File: src/rtl/image_frame_loader.sv
// Double-buffered image frame loader: writes 784-byte frames into the idle RAM bank and
// commits them after the 0x66/0xBB end markers. Optional pixel checksum: IMAGE_CHECKSUM_EN.
module image_frame_loader #(
    parameter int          IMAGE_SIZE     = 784,
    parameter int          ADDR_W         = 10,
    parameter logic [7:0]  END1           = 8'h66,
    parameter logic [7:0]  END2           = 8'hBB,
    parameter int          TIMEOUT_CYCLES = 1000000,
    parameter int          TO_W           = 20
) (
    input  logic              clk,
    input  logic              rst,
    input  logic [7:0]        rx_data,
    input  logic              rx_ready,
    input  logic              inf_busy,
    output logic              mem_we,
    output logic [ADDR_W:0]   mem_addr,
    output logic [7:0]        mem_wdata,
    output logic              active_bank,
    output logic              image_ready,
    output logic              frame_error,
    output logic              overrun,
    output logic [7:0]        err_count,
    output logic [15:0]       checksum
);

    typedef enum logic [1:0] {S_RECV, S_END1, S_END2, S_COMMIT} state_t;

    state_t              r_state, w_state_nxt;
    logic [ADDR_W-1:0]   r_pix_cnt, w_pix_cnt_nxt;
    logic [TO_W-1:0]     r_to_cnt, w_to_cnt_nxt;
    logic                r_mem_we, w_mem_we_nxt;
    logic [ADDR_W:0]     r_mem_addr, w_mem_addr_nxt;
    logic [7:0]          r_mem_wdata, w_mem_wdata_nxt;
    logic                r_active_bank, w_active_bank_nxt;
    logic                r_image_ready, w_image_ready_nxt;
    logic                r_frame_error, w_frame_error_nxt;
    logic                r_overrun, w_overrun_nxt;
    logic [7:0]          r_err_count, w_err_count_nxt;

    logic w_last_pix, w_timed, w_timeout, w_marker_bad, w_abort, w_pix_we, w_commit;

    assign w_last_pix   = (r_pix_cnt == ADDR_W'(IMAGE_SIZE - 1));
    // Idle RECV with no pixels received is the only untimed waiting state besides COMMIT.
    assign w_timed      = (r_state == S_END1) || (r_state == S_END2) ||
                          ((r_state == S_RECV) && (r_pix_cnt != '0));
    assign w_timeout    = w_timed && !rx_ready && (r_to_cnt == TO_W'(TIMEOUT_CYCLES - 1));
    assign w_marker_bad = rx_ready && (((r_state == S_END1) && (rx_data != END1)) ||
                                       ((r_state == S_END2) && (rx_data != END2)));
    assign w_abort      = w_timeout || w_marker_bad;
    assign w_pix_we     = (r_state == S_RECV) && rx_ready;
    assign w_commit     = (r_state == S_COMMIT) && !inf_busy;

    // NOTE: synchronous reset lives inside the clocked block; all state uses non-blocking <=.
    always_ff @(posedge clk) begin
        if (rst) begin
            r_state <= S_RECV;
        end else begin
            r_state <= w_state_nxt;
        end
    end

    // NOTE: every combinational output gets a default first so no latch is inferred.
    always_comb begin
        w_state_nxt = r_state;
        case (r_state)
            S_RECV:   if (w_pix_we && w_last_pix) w_state_nxt = S_END1;
            S_END1: begin
                if (rx_ready)       w_state_nxt = (rx_data == END1) ? S_END2 : S_RECV;
                else if (w_timeout) w_state_nxt = S_RECV;
            end
            S_END2: begin
                if (rx_ready)       w_state_nxt = (rx_data == END2) ? S_COMMIT : S_RECV;
                else if (w_timeout) w_state_nxt = S_RECV;
            end
            S_COMMIT: if (!inf_busy) w_state_nxt = S_RECV;
            default:  w_state_nxt = S_RECV;
        endcase
    end

    always_comb begin
        w_pix_cnt_nxt     = r_pix_cnt;
        w_to_cnt_nxt      = '0;
        w_mem_we_nxt      = 1'b0;
        w_mem_addr_nxt    = r_mem_addr;
        w_mem_wdata_nxt   = r_mem_wdata;
        w_active_bank_nxt = r_active_bank;
        w_image_ready_nxt = 1'b0;
        w_frame_error_nxt = 1'b0;
        w_overrun_nxt     = 1'b0;
        w_err_count_nxt   = r_err_count;

        if (w_timed && !rx_ready && !w_timeout) begin
            w_to_cnt_nxt = r_to_cnt + 1'b1;
        end

        if (w_pix_we) begin
            w_mem_we_nxt    = 1'b1;
            w_mem_addr_nxt  = {~r_active_bank, r_pix_cnt};
            w_mem_wdata_nxt = rx_data;
            w_pix_cnt_nxt   = w_last_pix ? '0 : r_pix_cnt + 1'b1;
        end

        if (w_abort) begin
            w_frame_error_nxt = 1'b1;
            w_pix_cnt_nxt     = '0;
            if (r_err_count != 8'hFF) begin
                w_err_count_nxt = r_err_count + 1'b1;
            end
        end

        // A byte landing while a commit waits on the consumer is dropped, commit or not.
        if ((r_state == S_COMMIT) && rx_ready) begin
            w_overrun_nxt = 1'b1;
        end

        if (w_commit) begin
            w_active_bank_nxt = ~r_active_bank;
            w_image_ready_nxt = 1'b1;
        end
    end

    always_ff @(posedge clk) begin
        if (rst) begin
            r_pix_cnt     <= '0;
            r_to_cnt      <= '0;
            r_mem_we      <= 1'b0;
            r_mem_addr    <= '0;
            r_mem_wdata   <= '0;
            r_active_bank <= 1'b0;
            r_image_ready <= 1'b0;
            r_frame_error <= 1'b0;
            r_overrun     <= 1'b0;
            r_err_count   <= '0;
        end else begin
            r_pix_cnt     <= w_pix_cnt_nxt;
            r_to_cnt      <= w_to_cnt_nxt;
            r_mem_we      <= w_mem_we_nxt;
            r_mem_addr    <= w_mem_addr_nxt;
            r_mem_wdata   <= w_mem_wdata_nxt;
            r_active_bank <= w_active_bank_nxt;
            r_image_ready <= w_image_ready_nxt;
            r_frame_error <= w_frame_error_nxt;
            r_overrun     <= w_overrun_nxt;
            r_err_count   <= w_err_count_nxt;
        end
    end

`ifdef IMAGE_CHECKSUM_EN
    logic [15:0] r_sum, r_checksum;

    // Pixel 0 restarts the sum, so a frame following an abort or reset starts clean.
    always_ff @(posedge clk) begin
        if (rst) begin
            r_sum      <= '0;
            r_checksum <= '0;
        end else begin
            if (w_pix_we) begin
                r_sum <= ((r_pix_cnt == '0) ? 16'd0 : r_sum) + {8'd0, rx_data};
            end else if (w_abort) begin
                r_sum <= '0;
            end
            if (w_commit) begin
                r_checksum <= r_sum;
            end
        end
    end

    assign checksum = r_checksum;
`else
    assign checksum = 16'd0;
`endif

    assign mem_we      = r_mem_we;
    assign mem_addr    = r_mem_addr;
    assign mem_wdata   = r_mem_wdata;
    assign active_bank = r_active_bank;
    assign image_ready = r_image_ready;
    assign frame_error = r_frame_error;
    assign overrun     = r_overrun;
    assign err_count   = r_err_count;

endmodule
File: config.mk
export PLATFORM = sky130hd
export DESIGN_NAME = image_frame_loader
export DESIGN_NICKNAME = d
export VERILOG_FILES = /design/src/rtl/image_frame_loader.sv
export SDC_FILE = /design/constraint.sdc
export NUM_CORES = 1
export LEC_CHECK = 0
export ABC_AREA = 1
export BUFFER_PORTS_ARGS = -buffer_cell sky130_fd_sc_hd__buf_4
export CAP_MARGIN = 20
export CELL_PAD_IN_SITES_DETAIL_PLACEMENT = 1
export CELL_PAD_IN_SITES_GLOBAL_PLACEMENT = 1
export CORE_MARGIN = 2
export CORE_UTILIZATION = 40
export DETAILED_ROUTE_END_ITERATION = 8
export PLACE_DENSITY_LB_ADDON = 0.1
export SLEW_MARGIN = 20
export SYNTH_ARGS = -nofsm -noshare
export SYNTH_HDL_FRONTEND = slang
export SYNTH_SLANG_ARGS = --single-unit
File: constraint.sdc
create_clock -name clk -period 2.1 [get_ports clk]
set_input_delay 0.42 -clock clk [delete_from_list [all_inputs] [get_ports clk]]
set_output_delay 0.42 -clock clk [all_outputs]
set_load 0.01 [all_outputs]
# == Word level (Yosys, flattened, before mapping) ==
# Index checks and enable logic that the tools add are counted.
# totals
ff_bits,64
out_inout_bits,48
in_bits,12
elab_cells,65
# classes
n_mux,13
eq_ne,12
add_sub_neg,3
reduce_logical,24
n_bitwise,2
# ops
operator,n
$add A20 B1 Y20 const B,1
$eq A20 B20 Y1 const B,1
$ne A8 B8 Y1 const B,2
$mux W2,7
$logic_and A1 B1 Y1,11
$add A10 B1 Y10 const B,1
$eq A10 B10 Y1 const B,1
$mux W10,1
$reduce_bool A10 Y1,1
$add A8 B1 Y8 const B,1
$eq A8 B7 Y1 const B,1
$eq A8 B8 Y1 const B,1
$ne A8 B7 Y1 const B,1
$pmux W2 S4,1
$eq A2 B2 Y1 const B,2
$logic_or A1 B1 Y1,4
$mux W1,4
$reduce_and A2 Y1,2
$reduce_or A2 Y1,2
$logic_not A1 Y1,3
$eq A2 B1 Y1 const B,1
$logic_not A2 Y1,1
$ne A2 B1 Y1 const B,1
$ne A2 B2 Y1 const B,1
$not A1 Y1,2

# == Logic depth before layout (Yosys ltp) ==
# Gate-level depths: netlist of run 1.
# depth
ltp_word,9
mapped_depth,13
ltp_nobuf,12

# == Least setup slack after synthesis of run 1 ==
# No wires, ideal clock.
# synth_path
path_kind,register -> register
start,register r_to_cnt[0]
end,"register r_err_count[6], in the netlist err_count[6]"
path_buffers,1
arrival_time_ns,1.463
synth_period_minus_slack_ns,1.596
setup_time_ns,0.132
slack_ns,0.504
path_stages_with_launch,12
required_ns,1.968
cell_sequence,dfxtp_1 > ha_1 > nand3_2 > nor2_4 > nand2_2 > nor2_2 > nand3_2 > nand2_2 > buf_6 > nand2_2 > nand2_1 > a21oi_1
# synth_via
elab_chain_cells,4
# synth_lines
element,line_no,source
"start, declared",31,"logic [TO_W-1:0] r_to_cnt, w_to_cnt_nxt;"
"start signal, assigned",137,r_to_cnt <= w_to_cnt_nxt;
$eq A20 B20 Y1,47,assign w_timeout = w_timed && !rx_ready && (r_to_cnt == TO_W'(TIMEOUT_CYCLES - 1));
$logic_and A1 B1 Y1,47,
$logic_or A1 B1 Y1,50,assign w_abort = w_timeout || w_marker_bad;
$reduce_and A2 Y1 (no line),--,
"end signal, assigned",145,r_err_count <= w_err_count_nxt;
"end, declared",39,"logic [7:0] r_err_count, w_err_count_nxt;"
# No other way between the ends.
# A chain may end at the register's enable or synchronous reset.

# == Final worst setup path of run 1 ==
# layout_path
start,register r_state[0]
end,register r_state[1]
# layout_via
elab_chain_cells,8
elab_cells_between_ends,18
cone_classes,5 x eq/ne; 4 x mux; 9 x reduce/logical
# layout_lines
element,line_no,source
"start, declared",29,"state_t r_state, w_state_nxt;"
"start signal, assigned",59,r_state <= w_state_nxt;
$eq A2 B1 Y1 (tied with other cells),"45, 66",
$logic_or A1 B1 Y1 or $logic_and A1 B1 Y1 (tied branches),"45, 46",
$logic_or A1 B1 Y1,45,assign w_timed = (r_state == S_END1) || (r_state == S_END2) ||
$logic_and A1 B1 Y1 (2 in a row),47,
$mux W2,--,
$mux W2 (on tied branches),--,
$pmux W2 S4,66,case (r_state)
# Several ways; a longest one is shown, not always the timed one.

==> metrics.csv, run 1 <==
stage,metric,value,unit
detailed_routing,Routed WL,7240,µm
floorplan,Die ar.,8450,µm²
cts,Clock Path Buffers,2,
synth,Yosys Warn Count,0,
layout,# nets final,478,
power,"Power, Total",2.37,mW
global_route,largest net degree at the start of global routing,22,
cts,Post CTS Setup Buffer Count,0,
power,Pleak,1.49,nW
synth,post-synthesis cell type count,34,
cts,clk root buf,clkbuf_8,
synth,#FFs+latches synth,64,
detailed_routing,Detailed Route Iter0 Violations,119,
timing,final hold viol count,0,
synth,Syn Inst Count,409,
cts,# hold bufs at CTS,0,
worst_setup_path,Crit. End Element,register,
power,Power Dens Cells,649,nW/µm²
min_path,hold path start,rx_data[0],
cts,clock tree from TritonCTS,built,
cts,cts repair resizes,0,
timing,RSZ-0062 raised after global routing,no,
layout,synth-to-layout area growth,18.0,%
synth,"top cells by area, synth","dfxtp_1, nand2_1, nor2_1",
place,HPWL after DPL,5490,µm
floorplan,row cnt,32,
global_route,Overall Global Routing Usage,18.4,%
global_route,vias in the first global route,2692,
detailed_routing,antenna-violating nets left,0,
global_route,first-pass GRT wire length,12400,µm
timing,final worst-path cycle share,91.1,%
worst_setup_path,WS Path Type,reg -> reg,
detailed_routing,# DRC,0,
power,Worst IR Drop VDD,0.424,mV
layout,share of cells above drive strength 1,18.6,%
synth,area share of the largest cell type after synthesis,41.5,%
cts,CTS buffer count,9,
synth,Mapped Area,3090,µm²
min_path,Tightest Hold Check Type,in -> reg,
timing,Setup-failing EPs final,0,
global_route,global route overflow,0,
layout,most frequent cells in the layout,"nand2_1, dfxtp_1, nor2_1",
detailed_routing,routed len/inst,12.8,µm
layout,Fillers,969,
synth,top cell type by total area after synthesis,dfxtp_1,
worst_setup_path,"Req. time, crit path",2.32,ns
timing,count of final max-slew check failures,0,
min_path,worst hold endpoint,mem_wdata[0]$_SDFFE_PP0P_,
timing,worst hold slack,0.366,ns
worst_setup_path,crit-path max FO,10,
floorplan,Die X,91.9,µm
synth,Mean Syn Cell Area,7.56,µm²
cts,Worst-Skew Late Latency,0.34,ns
layout,"most common cell after layout, fill and taps aside",nand2_1,
flow_run,Max-Cap Viols,0,
layout,FF+latch area,1280,µm²
worst_setup_path,Critical R2R Launch,r_state[0]$_SDFFE_PP0P_,
floorplan,core area,7610,µm²
worst_setup_path,RR Endpoint,r_state[1]$_SDFFE_PP0P_,
worst_setup_path,CP arrival,2.13,ns
worst_setup_path,R2R Setup Slk,0.19,ns
place,count of input and output buffers,43,
place,routability cong.,0.783,
worst_setup_path,Critical Path Start Type,register,
synth,register area share after synthesis,41.5,%
global_route,initial antenna violation count,0,
layout,Multi-input gate area,1560,µm²
cts,Clock transition at path regs,0.07,ns
min_path,Hold Path Cell Cnt,3,
cts,clk sinks,64,
detailed_routing,Initial DRT Pass Iterations,4,
timing,Fin Setup TNS,0,ns
floorplan,io pins,60,
worst_setup_path,R2R cell count,10,
floorplan,Die Span Y,91.9,µm
detailed_routing,vias,2726,
detailed_routing,Via density,4.83,
floorplan,Initial Util,40.6,%
timing,worst-case clock skew,0.00989,ns
timing,Tmin final,1.91,ns
cts,# H-tree levels,3,
status,outcome,finished clean,
layout,Ant. Diodes,0,
timing,Achievable Freq,0.523,GHz
## sequential cells by signal (all words and copies together) (netlist names)
signal	cells
active_bank	1
err_count	8
frame_error	1
image_ready	1
mem_addr	11
mem_wdata	8
mem_we	1
overrun	1
r_pix_cnt	10
r_state	2
r_to_cnt	20
## cell type report
| cell class | count | share of cell area, % |
|---|---|---|
| multi-input combinational | 296 | 42.7 |
| sequential | 64 | 35.1 |
| timing repair buffer | 49 | 10.1 |
| clock buffer | 11 | 3.88 |
| inverter | 37 | 3.81 |
| tap | 102 | 3.50 |
| clock inverter | 5 | 0.892 |
## worst max path at each step
stage,from,end,cells past startpoint
4_1_cts,r_to_cnt[0]$_SDFF_PP0_,r_pix_cnt[5]$_SDFFE_PP0P_,10
2_1_floorplan,r_to_cnt[0]$_SDFF_PP0_,err_count[6]$_SDFFE_PP0P_,11
3_5_place_dp,r_to_cnt[0]$_SDFF_PP0_,r_pix_cnt[0]$_SDFFE_PP0P_,10
3_3_place_gp,r_to_cnt[0]$_SDFF_PP0_,r_pix_cnt[6]$_SDFFE_PP0P_,10
5_1_grt,r_state[0]$_SDFFE_PP0P_,r_state[1]$_SDFFE_PP0P_,10
6_report,r_state[0]$_SDFFE_PP0P_,r_state[1]$_SDFFE_PP0P_,10
## where the power goes
group | switching, mW | internal (mW) | total (mW)
logic | 0.112 | 0.0716 | 0.184
registers | 0.0149 | 1.24 | 1.26
clock network | 0.471 | 0.456 | 0.927
## cells by family (layout without fill, tap and decap cells)
| logic type | after synthesis | in the layout | share of synthesized area (%) |
|---|---|---|---|
| and+or+nand+nor | 192 | 192 | 28.9 |
| adders and majority gates | 9 | 9 | 3.64 |
| DFF | 64 | 64 | 41.5 |
| other | 1 | 16 | 0.121 |
| xor gates and xnor gates | 22 | 22 | 6.23 |
| AOI/OAI and AO/OA | 57 | 57 | 9.55 |
| buffers and inverters | 64 | 102 | 10.1 |
## per-stage QoR
stage / cells / instance area [µm²] / util (%) / worst slack, ns
CTS: 564 / 3640 / 47.9 / 0.152
finish: 564 / 3650 / 47.9 / 0.187
detailed placement: 548 / 3470 / 45.6 / 0.180
global placement: 548 / 3470 / 45.6 / 0.218
global route: 564 / 3650 / 47.9 / 0.0113
floorplan: 424 / 3150 / - / 0.504
## per-layer routing
metal  global-route usage (%)  wire length (µm)  up-vias
li1                         -                 -     1387
met1                     23.5              3430     1276
met2                     29.8              3290       49
met3                     4.03               340       14
met4                     7.96               182        0
met5                        0                 0        -
## worst max-delay path, cell delays in order (launching register included)
cell and delay (ns):
dfxtp_1 0.36, inv_1 0.12, ha_1 0.25, nand2_1 0.16, clkinv_1 0.29, nand4_1 0.24, nand2_1 0.07, nand2_1 0.10
nor2_1 0.07, nand3_1 0.07, a21oi_1 0.07
## synthesized netlist by cell type (all sizes together)
cell type  count
nand2         72
dfxtp         64
nor2          63
inv           36
a21oi         33
nand3         29
buf           22
o21ai         20
xor2          14
nor3          13
ha             9
xnor2          8
nand4          7
clkbuf         5
nor4           3
or2            3
a211oi         2
a21o           1
clkinv         1
conb           1
nand3b         1
nor3b          1
o31ai          1
Power figures use the tool's default switching activity.
==> run 2: changes to the inputs <==
Settings changed: ABC_AREA 1 to not set, SLEW_MARGIN 20 to 15.
==> run 2 against run 1 <==
Against the previous run:
- the run now ends with setup timing left
- count of clock-buffer cells in the layout is 2 lower
- cell count is 2.3% lower
- utilization is 6.2 points higher
- worst setup slack worse by 0.20 ns
- non-clock buffer count is 36 higher
- combinational power is 17% lower
- first-iteration DRC count is 63% lower
- fmax is 9.4% lower
- clock power is 27% higher
- synthesized cell count is 11% lower
- clock skew is 0.0027 ns lower
- via count is 0.92% lower
- critical endpoint is now err_count[4]$_SDFFE_PP0P_
- largest power group unchanged
- highest routed layer unchanged
==> metrics.csv, run 2 <==
stage,metric,value,unit,change
status,outcome,"finished, violations left",,
status,failing checks,setup timing,,
timing,Fin Setup TNS,-0.0127,ns,-0.0127 ns
synth,#FFs+latches synth,64,,unchanged
worst_setup_path,R2R Setup Slk,-0.01,ns,-0.20 ns
layout,end-of-flow core utilization,54.2,%,+6.2 points
synth,Syn Inst Count,364,,-11%
place,count of input and output buffers,43,,unchanged
timing,final hold viol count,0,,unchanged
layout,"most common cell after layout, fill and taps aside",buf_4,,
global_route,global route overflow,0,,unchanged
cts,Clock transition at path regs,0.07,ns,about the same
synth,Post-synth EDFFs,0,,unchanged
cts,Clock Path Buffers,2,,unchanged
detailed_routing,Detailed Route Iter0 Violations,44,,-63%
synth,dominant synthesized flop cell,dfxtp_1,,
synth,most common cell in the netlist,dfxtp_1,,
detailed_routing,vias,2701,,-0.92%
synth,Yosys Warn Count,0,,unchanged
cts,Worst-Skew Late Latency,0.35,ns,about the same
layout,Biggest register,r_to_cnt,,
power,"Power, Total",2.57,mW,+8.4%
floorplan,Die ar.,8350,µm²,-1.2%
cts,# hold bufs at CTS,0,,unchanged
global_route,largest net degree at the start of global routing,23,,+4.5%
global_route,Overall Global Routing Usage,19.1,%,+0.73 points
synth,Mean Syn Cell Area,8.39,µm²,+11%
timing,final worst-path cycle share,101,%,+9.5 points
floorplan,io pins,60,,unchanged
min_path,worst hold endpoint,image_ready$_SDFF_PP0_,,
min_path,hold path start,inf_busy,,
floorplan,Die Span Y,91.4,µm,-0.58%
worst_setup_path,Crit. End Element,register,,
layout,most frequent cells in the layout,"buf_4, dfxtp_1, nand2_1",,
timing,worst setup slack after layout,-0.0127,ns,-0.200 ns
place,routability cong.,0.759,,-3.0%
synth,Post-synth ARST share,0,%,unchanged
synth,register area share after synthesis,42.0,%,+0.51 points
worst_setup_path,WS Path Type,reg -> reg,,
synth,area share of the largest cell type after synthesis,42.0,%,+0.51 points
worst_setup_path,CP arrival,2.34,ns,+0.21 ns
layout,synth-to-layout area growth,30.0,%,
floorplan,core area,7330,µm²,-3.6%
synth,synth cell count leaders,"dfxtp_1, nand2_1, nor2_1, a21oi_1, nand3_1",,
floorplan,row cnt,31,,-3.1%
detailed_routing,antenna-violating nets left,0,,unchanged
timing,Tmin final,2.11,ns,+0.200 ns
detailed_routing,Initial DRT Pass Iterations,6,,+2
min_path,Tightest Hold Check Type,in -> reg,,
timing,Achievable Freq,0.473,GHz,-9.4%
timing,Setup-failing EPs final,1,,+1
min_path,Hold Path Cell Cnt,2,,-1
layout,Ant. Diodes,0,,unchanged
timing,Slew Limit Headroom,56.5,%,
timing,count of final max-slew check failures,0,,unchanged
worst_setup_path,Critical R2R Launch,r_state[1]$_SDFFE_PP0P_,,
floorplan,Die X,91.4,µm,-0.58%
place,HPWL after DPL,5530,µm,+0.61%
cts,clk root buf,clkbuf_8,,
worst_setup_path,RR Endpoint,err_count[4]$_SDFFE_PP0P_,,
worst_setup_path,"Req. time, crit path",2.33,ns,about the same
synth,Mapped Area,3050,µm²,-1.2%
synth,post-synthesis cell type count,44,,+29%
worst_setup_path,crit-path max FO,6,,-4
global_route,initial antenna violation count,0,,unchanged
detailed_routing,Via density,4.90,,+1.4%
cts,# H-tree levels,3,,unchanged
layout,Largest register FFs,20,,unchanged
detailed_routing,Routed WL,7440,µm,+2.7%
detailed_routing,# DRC,0,,unchanged
layout,# nets final,468,,-2.1%
cts,clock tree from TritonCTS,built,,
detailed_routing,routed len/inst,13.5,µm,+5.1%
timing,Slew @ Worst Pin,0.648,ns,
flow_run,Max-Cap Viols,0,,unchanged
timing,RSZ-0062 raised after global routing,yes,,
layout,share of cells above drive strength 1,26.1,%,+7.5 points
synth,top cell type by total area after synthesis,dfxtp_1,,
power,Worst IR Drop VDD,0.317,mV,-25%
worst_setup_path,R2R cell count,7,,-3
global_route,vias in the first global route,2802,,+4.1%
global_route,first-pass GRT wire length,12900,µm,+3.6%
floorplan,Initial Util,41.6,%,+1.0 points
cts,clk sinks,64,,unchanged
synth,"top cells by area, synth","dfxtp_1, nand2_1, nor2_1",,
worst_setup_path,Critical Path Start Type,register,,
power,Pleak,1.63,nW,+9.7%
cts,CTS buffer count,9,,unchanged
power,Power Dens Cells,646,nW/µm²,-0.43%
timing,worst-case clock skew,0.00718,ns,-0.00271 ns
run 2: layer usage:
layer | global-route usage, % | up-vias | part of all wire (%)
li1 | - | 1377 | -
met1 | 24.2 | 1260 | 46
met2 | 31.9 | 56 | 48
met3 | 4.40 | 8 | 4.2
met4 | 6.44 | 0 | 1.2
met5 | 0 | - | 0
run 2: area by class of cell:
cell class,instances,area [µm²]
fill,900,3360
multi-input combinational,278,1660
sequential,64,1280
timing repair buffer,85,651
clock buffer,9,124
tap,99,124
clock inverter,7,96.3
inverter,9,33.8
run 2: how the worst max path moves through the flow:
stage | from | to | slack (ns) | cells past startpoint
after detailed placement | rx_data[7] | err_count[3]$_SDFFE_PP0P_ | -0.13 | 7
after global routing | r_state[0]$_SDFFE_PP0P_ | err_count[4]$_SDFFE_PP0P_ | -0.09 | 7
after floorplan | r_state[1]$_SDFFE_PP0P_ | err_count[4]$_SDFFE_PP0P_ | 0.02 | 8
after CTS | r_state[1]$_SDFFE_PP0P_ | err_count[7]$_SDFFE_PP0P_ | 0.003 | 7
after global placement | rx_data[7] | err_count[2]$_SDFFE_PP0P_ | -0.12 | 7
final | r_state[1]$_SDFFE_PP0P_ | err_count[4]$_SDFFE_PP0P_ | -0.01 | 7
run 2: what timing repair did:
action / 4_1_cts / 5_1_grt
pin swaps: 0 / 2
setup buffers: 0 / 2
endpoints found under the setup margin: 3 / 7
resized for setup: 1 / 8
run 2: report_power, final:
part	switching (mW)	internal [mW]
Clock	0.509	0.667
Sequential	0.00814	1.23
Combinational	0.0900	0.0625
Total	0.607	1.96
run 2: per-stage QoR:
stage	hold slack [ns]	instance area, µm²	std cells	setup slack (ns)
2_1_floorplan	0.430	3110	379	0.0159
3_3_place_gp	0.444	3700	533	-0.125
3_5_place_dp	0.451	3700	533	-0.126
4_1_cts	0.236	3920	549	0.00348
5_1_grt	0.240	3970	551	-0.0876
6_report	0.253	3970	551	-0.0127
run 2: cells by family (layout without fill, tap and decap cells):
kind of cell	Yosys count	after routing	share of synthesized area, %
and+or+nand+nor	175	175	28.7
DFF	64	64	42.0
AOI/OAI and AO/OA	46	46	9.14
buffers and inverters	37	110	6.80
xor gates and xnor gates	27	27	7.75
adders and majority gates	9	9	3.69
muxes	5	5	1.84
other	1	16	0.123
run 2: worst max-delay path, cell delays in order, from the launching register on:
cell	delay, ns
dfxtp_2	0.34
inv_2	0.05
ha_4	0.26
o21bai_1	0.07
a41o_1	0.25
or3_4	0.45
a211oi_2	0.25
mux2_1	0.34
==> run 3: changes to the inputs <==
--- a/config.mk
+++ b/config.mk
@@ -13,2 +13,3 @@
 export CORE_UTILIZATION = 40
+export CTS_BUF_LIST = sky130_fd_sc_hd__clkbuf_16
 export DETAILED_ROUTE_END_ITERATION = 8
==> constraint.sdc (replaced) <==
create_clock -name clk -period 2.1 [get_ports clk]
set_input_delay 0.63 -clock clk [delete_from_list [all_inputs] [get_ports clk]]
set_output_delay 0.63 -clock clk [all_outputs]
set_load 0.01 [all_outputs]
==> run 3 against run 2 <==
Against the previous run:
- the run now ends clean
- clock power up 22%
- cell area up 3.8%
- sequential share of layout area down 1.2 points
- largest power group is now the clock network
==> metrics.csv, run 3 (synthesis gave the netlist of run 2 again) <==
stage,metric,value,unit,change
layout,design area,4120,µm²,+3.8%
global_route,first-pass GRT wire length,13200,µm,+2.4%
cts,CTS buffer count,9,,unchanged
layout,"most common cell after layout, fill and taps aside",buf_4,,
global_route,Overall Global Routing Usage,19.7,%,+0.59 points
cts,# hold bufs at CTS,0,,unchanged
layout,Largest register FFs,20,,unchanged
timing,Achievable Freq,0.495,GHz,+4.5%
power,Worst IR Drop VDD,0.421,mV,+33%
flow_run,Max-Cap Viols,0,,unchanged
place,count of input and output buffers,43,,unchanged
timing,RSZ-0062 raised after global routing,no,,
detailed_routing,routed len/inst,14.2,µm,+5.2%
worst_setup_path,CP arrival,2.24,ns,-0.10 ns
cts,clock tree from TritonCTS,built,,
detailed_routing,# DRC,0,,unchanged
worst_setup_path,Critical Path Start Type,register,,
cts,# H-tree levels,3,,unchanged
cts,Clock transition at path regs,0.06,ns,about the same
timing,Setup-failing EPs final,0,,-1
layout,Biggest register,r_to_cnt,,
timing,final worst-path cycle share,96.3,%,-4.3 points
floorplan,row cnt,31,,unchanged
power,Power Dens Cells,690,nW/µm²,+6.8%
floorplan,core area,7330,µm²,unchanged
detailed_routing,vias,2807,,+3.9%
detailed_routing,antenna-violating nets left,0,,unchanged
cts,Worst-Skew Late Latency,0.33,ns,-0.02 ns
layout,synth-to-layout area growth,34.9,%,
worst_setup_path,Crit. End Element,register,,
floorplan,io pins,60,,unchanged
timing,worst-case clock skew,0.00487,ns,-0.00231 ns
layout,share of cells above drive strength 1,27.1,%,+1.0 points
detailed_routing,Initial DRT Pass Iterations,4,,-2
cts,clk root buf,clkbuf_16,,
timing,count of final max-slew check failures,0,,unchanged
timing,Tmin final,2.02,ns,-0.0906 ns
timing,worst setup slack after layout,0.0779,ns,+0.0906 ns
detailed_routing,Via density,5.01,,+2.3%
floorplan,Die Span Y,91.4,µm,unchanged
status,outcome,finished clean,,
cts,clk sinks,64,,unchanged
detailed_routing,Detailed Route Iter0 Violations,56,,+27%
detailed_routing,Routed WL,7950,µm,+6.9%
layout,Fillers,894,,-0.67%
layout,most frequent cells in the layout,"buf_4, dfxtp_1, nand2_1",,
worst_setup_path,crit-path max FO,4,,-2
floorplan,Initial Util,41.6,%,unchanged
global_route,initial antenna violation count,0,,unchanged
place,pre-CTS setup slack,-0.249,ns,-0.123 ns
place,HPWL after DPL,5760,µm,+4.2%
worst_setup_path,"Req. time, crit path",2.32,ns,about the same
min_path,Tightest Hold Check Type,reg -> reg,,
worst_setup_path,WS Path Type,reg -> reg,,
place,routability cong.,0.808,,+6.4%
timing,final hold viol count,0,,unchanged
global_route,largest net degree at the start of global routing,26,,+13%
layout,Ant. Diodes,0,,unchanged
floorplan,Die X,91.4,µm,unchanged
floorplan,Die ar.,8350,µm²,unchanged
global_route,global route overflow,0,,unchanged
power,Pleak,1.71,nW,+4.7%
global_route,vias in the first global route,2798,,-0.14%
layout,# nets final,477,,+1.9%
place,Placed Area,3790,µm²,+2.6%
cts,Clock Path Buffers,2,,unchanged
==> run 3: changes by cell type in the layout (fill, tap and decap cells not counted), moves of 2 or more <==
cell	delta
clkbuf_8	-9
buf_4	+9
clkinv_1	+2
clkbuf_16	+9
inv_2	-2
inv_1	+3
==> run 3: path summary, 6_finish.rpt <==
path	from	end	slack (ns)	cells after the start
worst max-delay path	r_state[1]$_SDFFE_PP0P_	err_count[5]$_SDFFE_PP0P_	0.08	7
worst min-delay path	mem_wdata[7]$_SDFFE_PP0P_	mem_wdata[7]$_SDFFE_PP0P_	0.45	2
worst max register to register	r_state[1]$_SDFFE_PP0P_	err_count[5]$_SDFFE_PP0P_	0.08	7
worst min register to register	mem_wdata[7]$_SDFFE_PP0P_	mem_wdata[7]$_SDFFE_PP0P_	0.45	2
==> run 3: through the flow <==
stage | power (mW) | setup TNS, ns | std cells | util [%] | hold WS (ns)
floorplan | 1.37 | -0.278 | 379 | - | 0.430
global placement | 1.42 | -1.00 | 544 | 51.7 | 0.444
finish | 2.84 | 0 | 560 | 56.2 | 0.451
detailed placement | 1.42 | -2.02 | 544 | 51.7 | 0.449
CTS | 2.88 | 0 | 560 | 55.7 | 0.457
global route | 2.96 | 0 | 560 | 56.2 | 0.483
==> run 3: critical path: stages (launching register included) <==
cell and delay (ns):
dfxtp_2 0.32, inv_1 0.07, ha_4 0.27, o21bai_1 0.05, a41o_1 0.23, or3_4 0.37
a211oi_2 0.27, mux2_4 0.32
==> run 3: what timing repair did <==
action / in CTS / in global routing
endpoints found under the setup margin: 0 / 9
resized for setup: 0 / 8
setup buffers: 0 / 0
==> run 3: final cells by class <==
class	count	area, µm²	share of cell area, %
repair buffers	94	718	17.4
clock inverters	7	63.8	1.55
flip-flops and latches	64	1280	31.2
multi-input cells	278	1670	40.6
inverters	9	33.8	0.820
clock buffers	9	225	5.47
well taps	99	124	3.01
==> run 3: metal layers <==
| layer | vias up | wire (µm) | share of wire, % | global-route usage, % |
|---|---|---|---|---|
| met3 | 14 | 242 | 3.0 | 3.57 |
| met5 | - | 0 | 0 | 0 |
| met4 | 0 | 174 | 2.2 | 8.84 |
| met1 | 1352 | 3590 | 45 | 24.3 |
| li1 | 1392 | - | - | - |
| met2 | 49 | 3940 | 50 | 33.3 |
==> run 3: power breakdown <==
part           leakage [nW]  total [mW]  internal (mW)  switching (mW)
sequential            0.519        1.24           1.23         0.00811
clock                 0.134        1.44          0.905           0.537
combinational          1.06       0.161         0.0668          0.0943
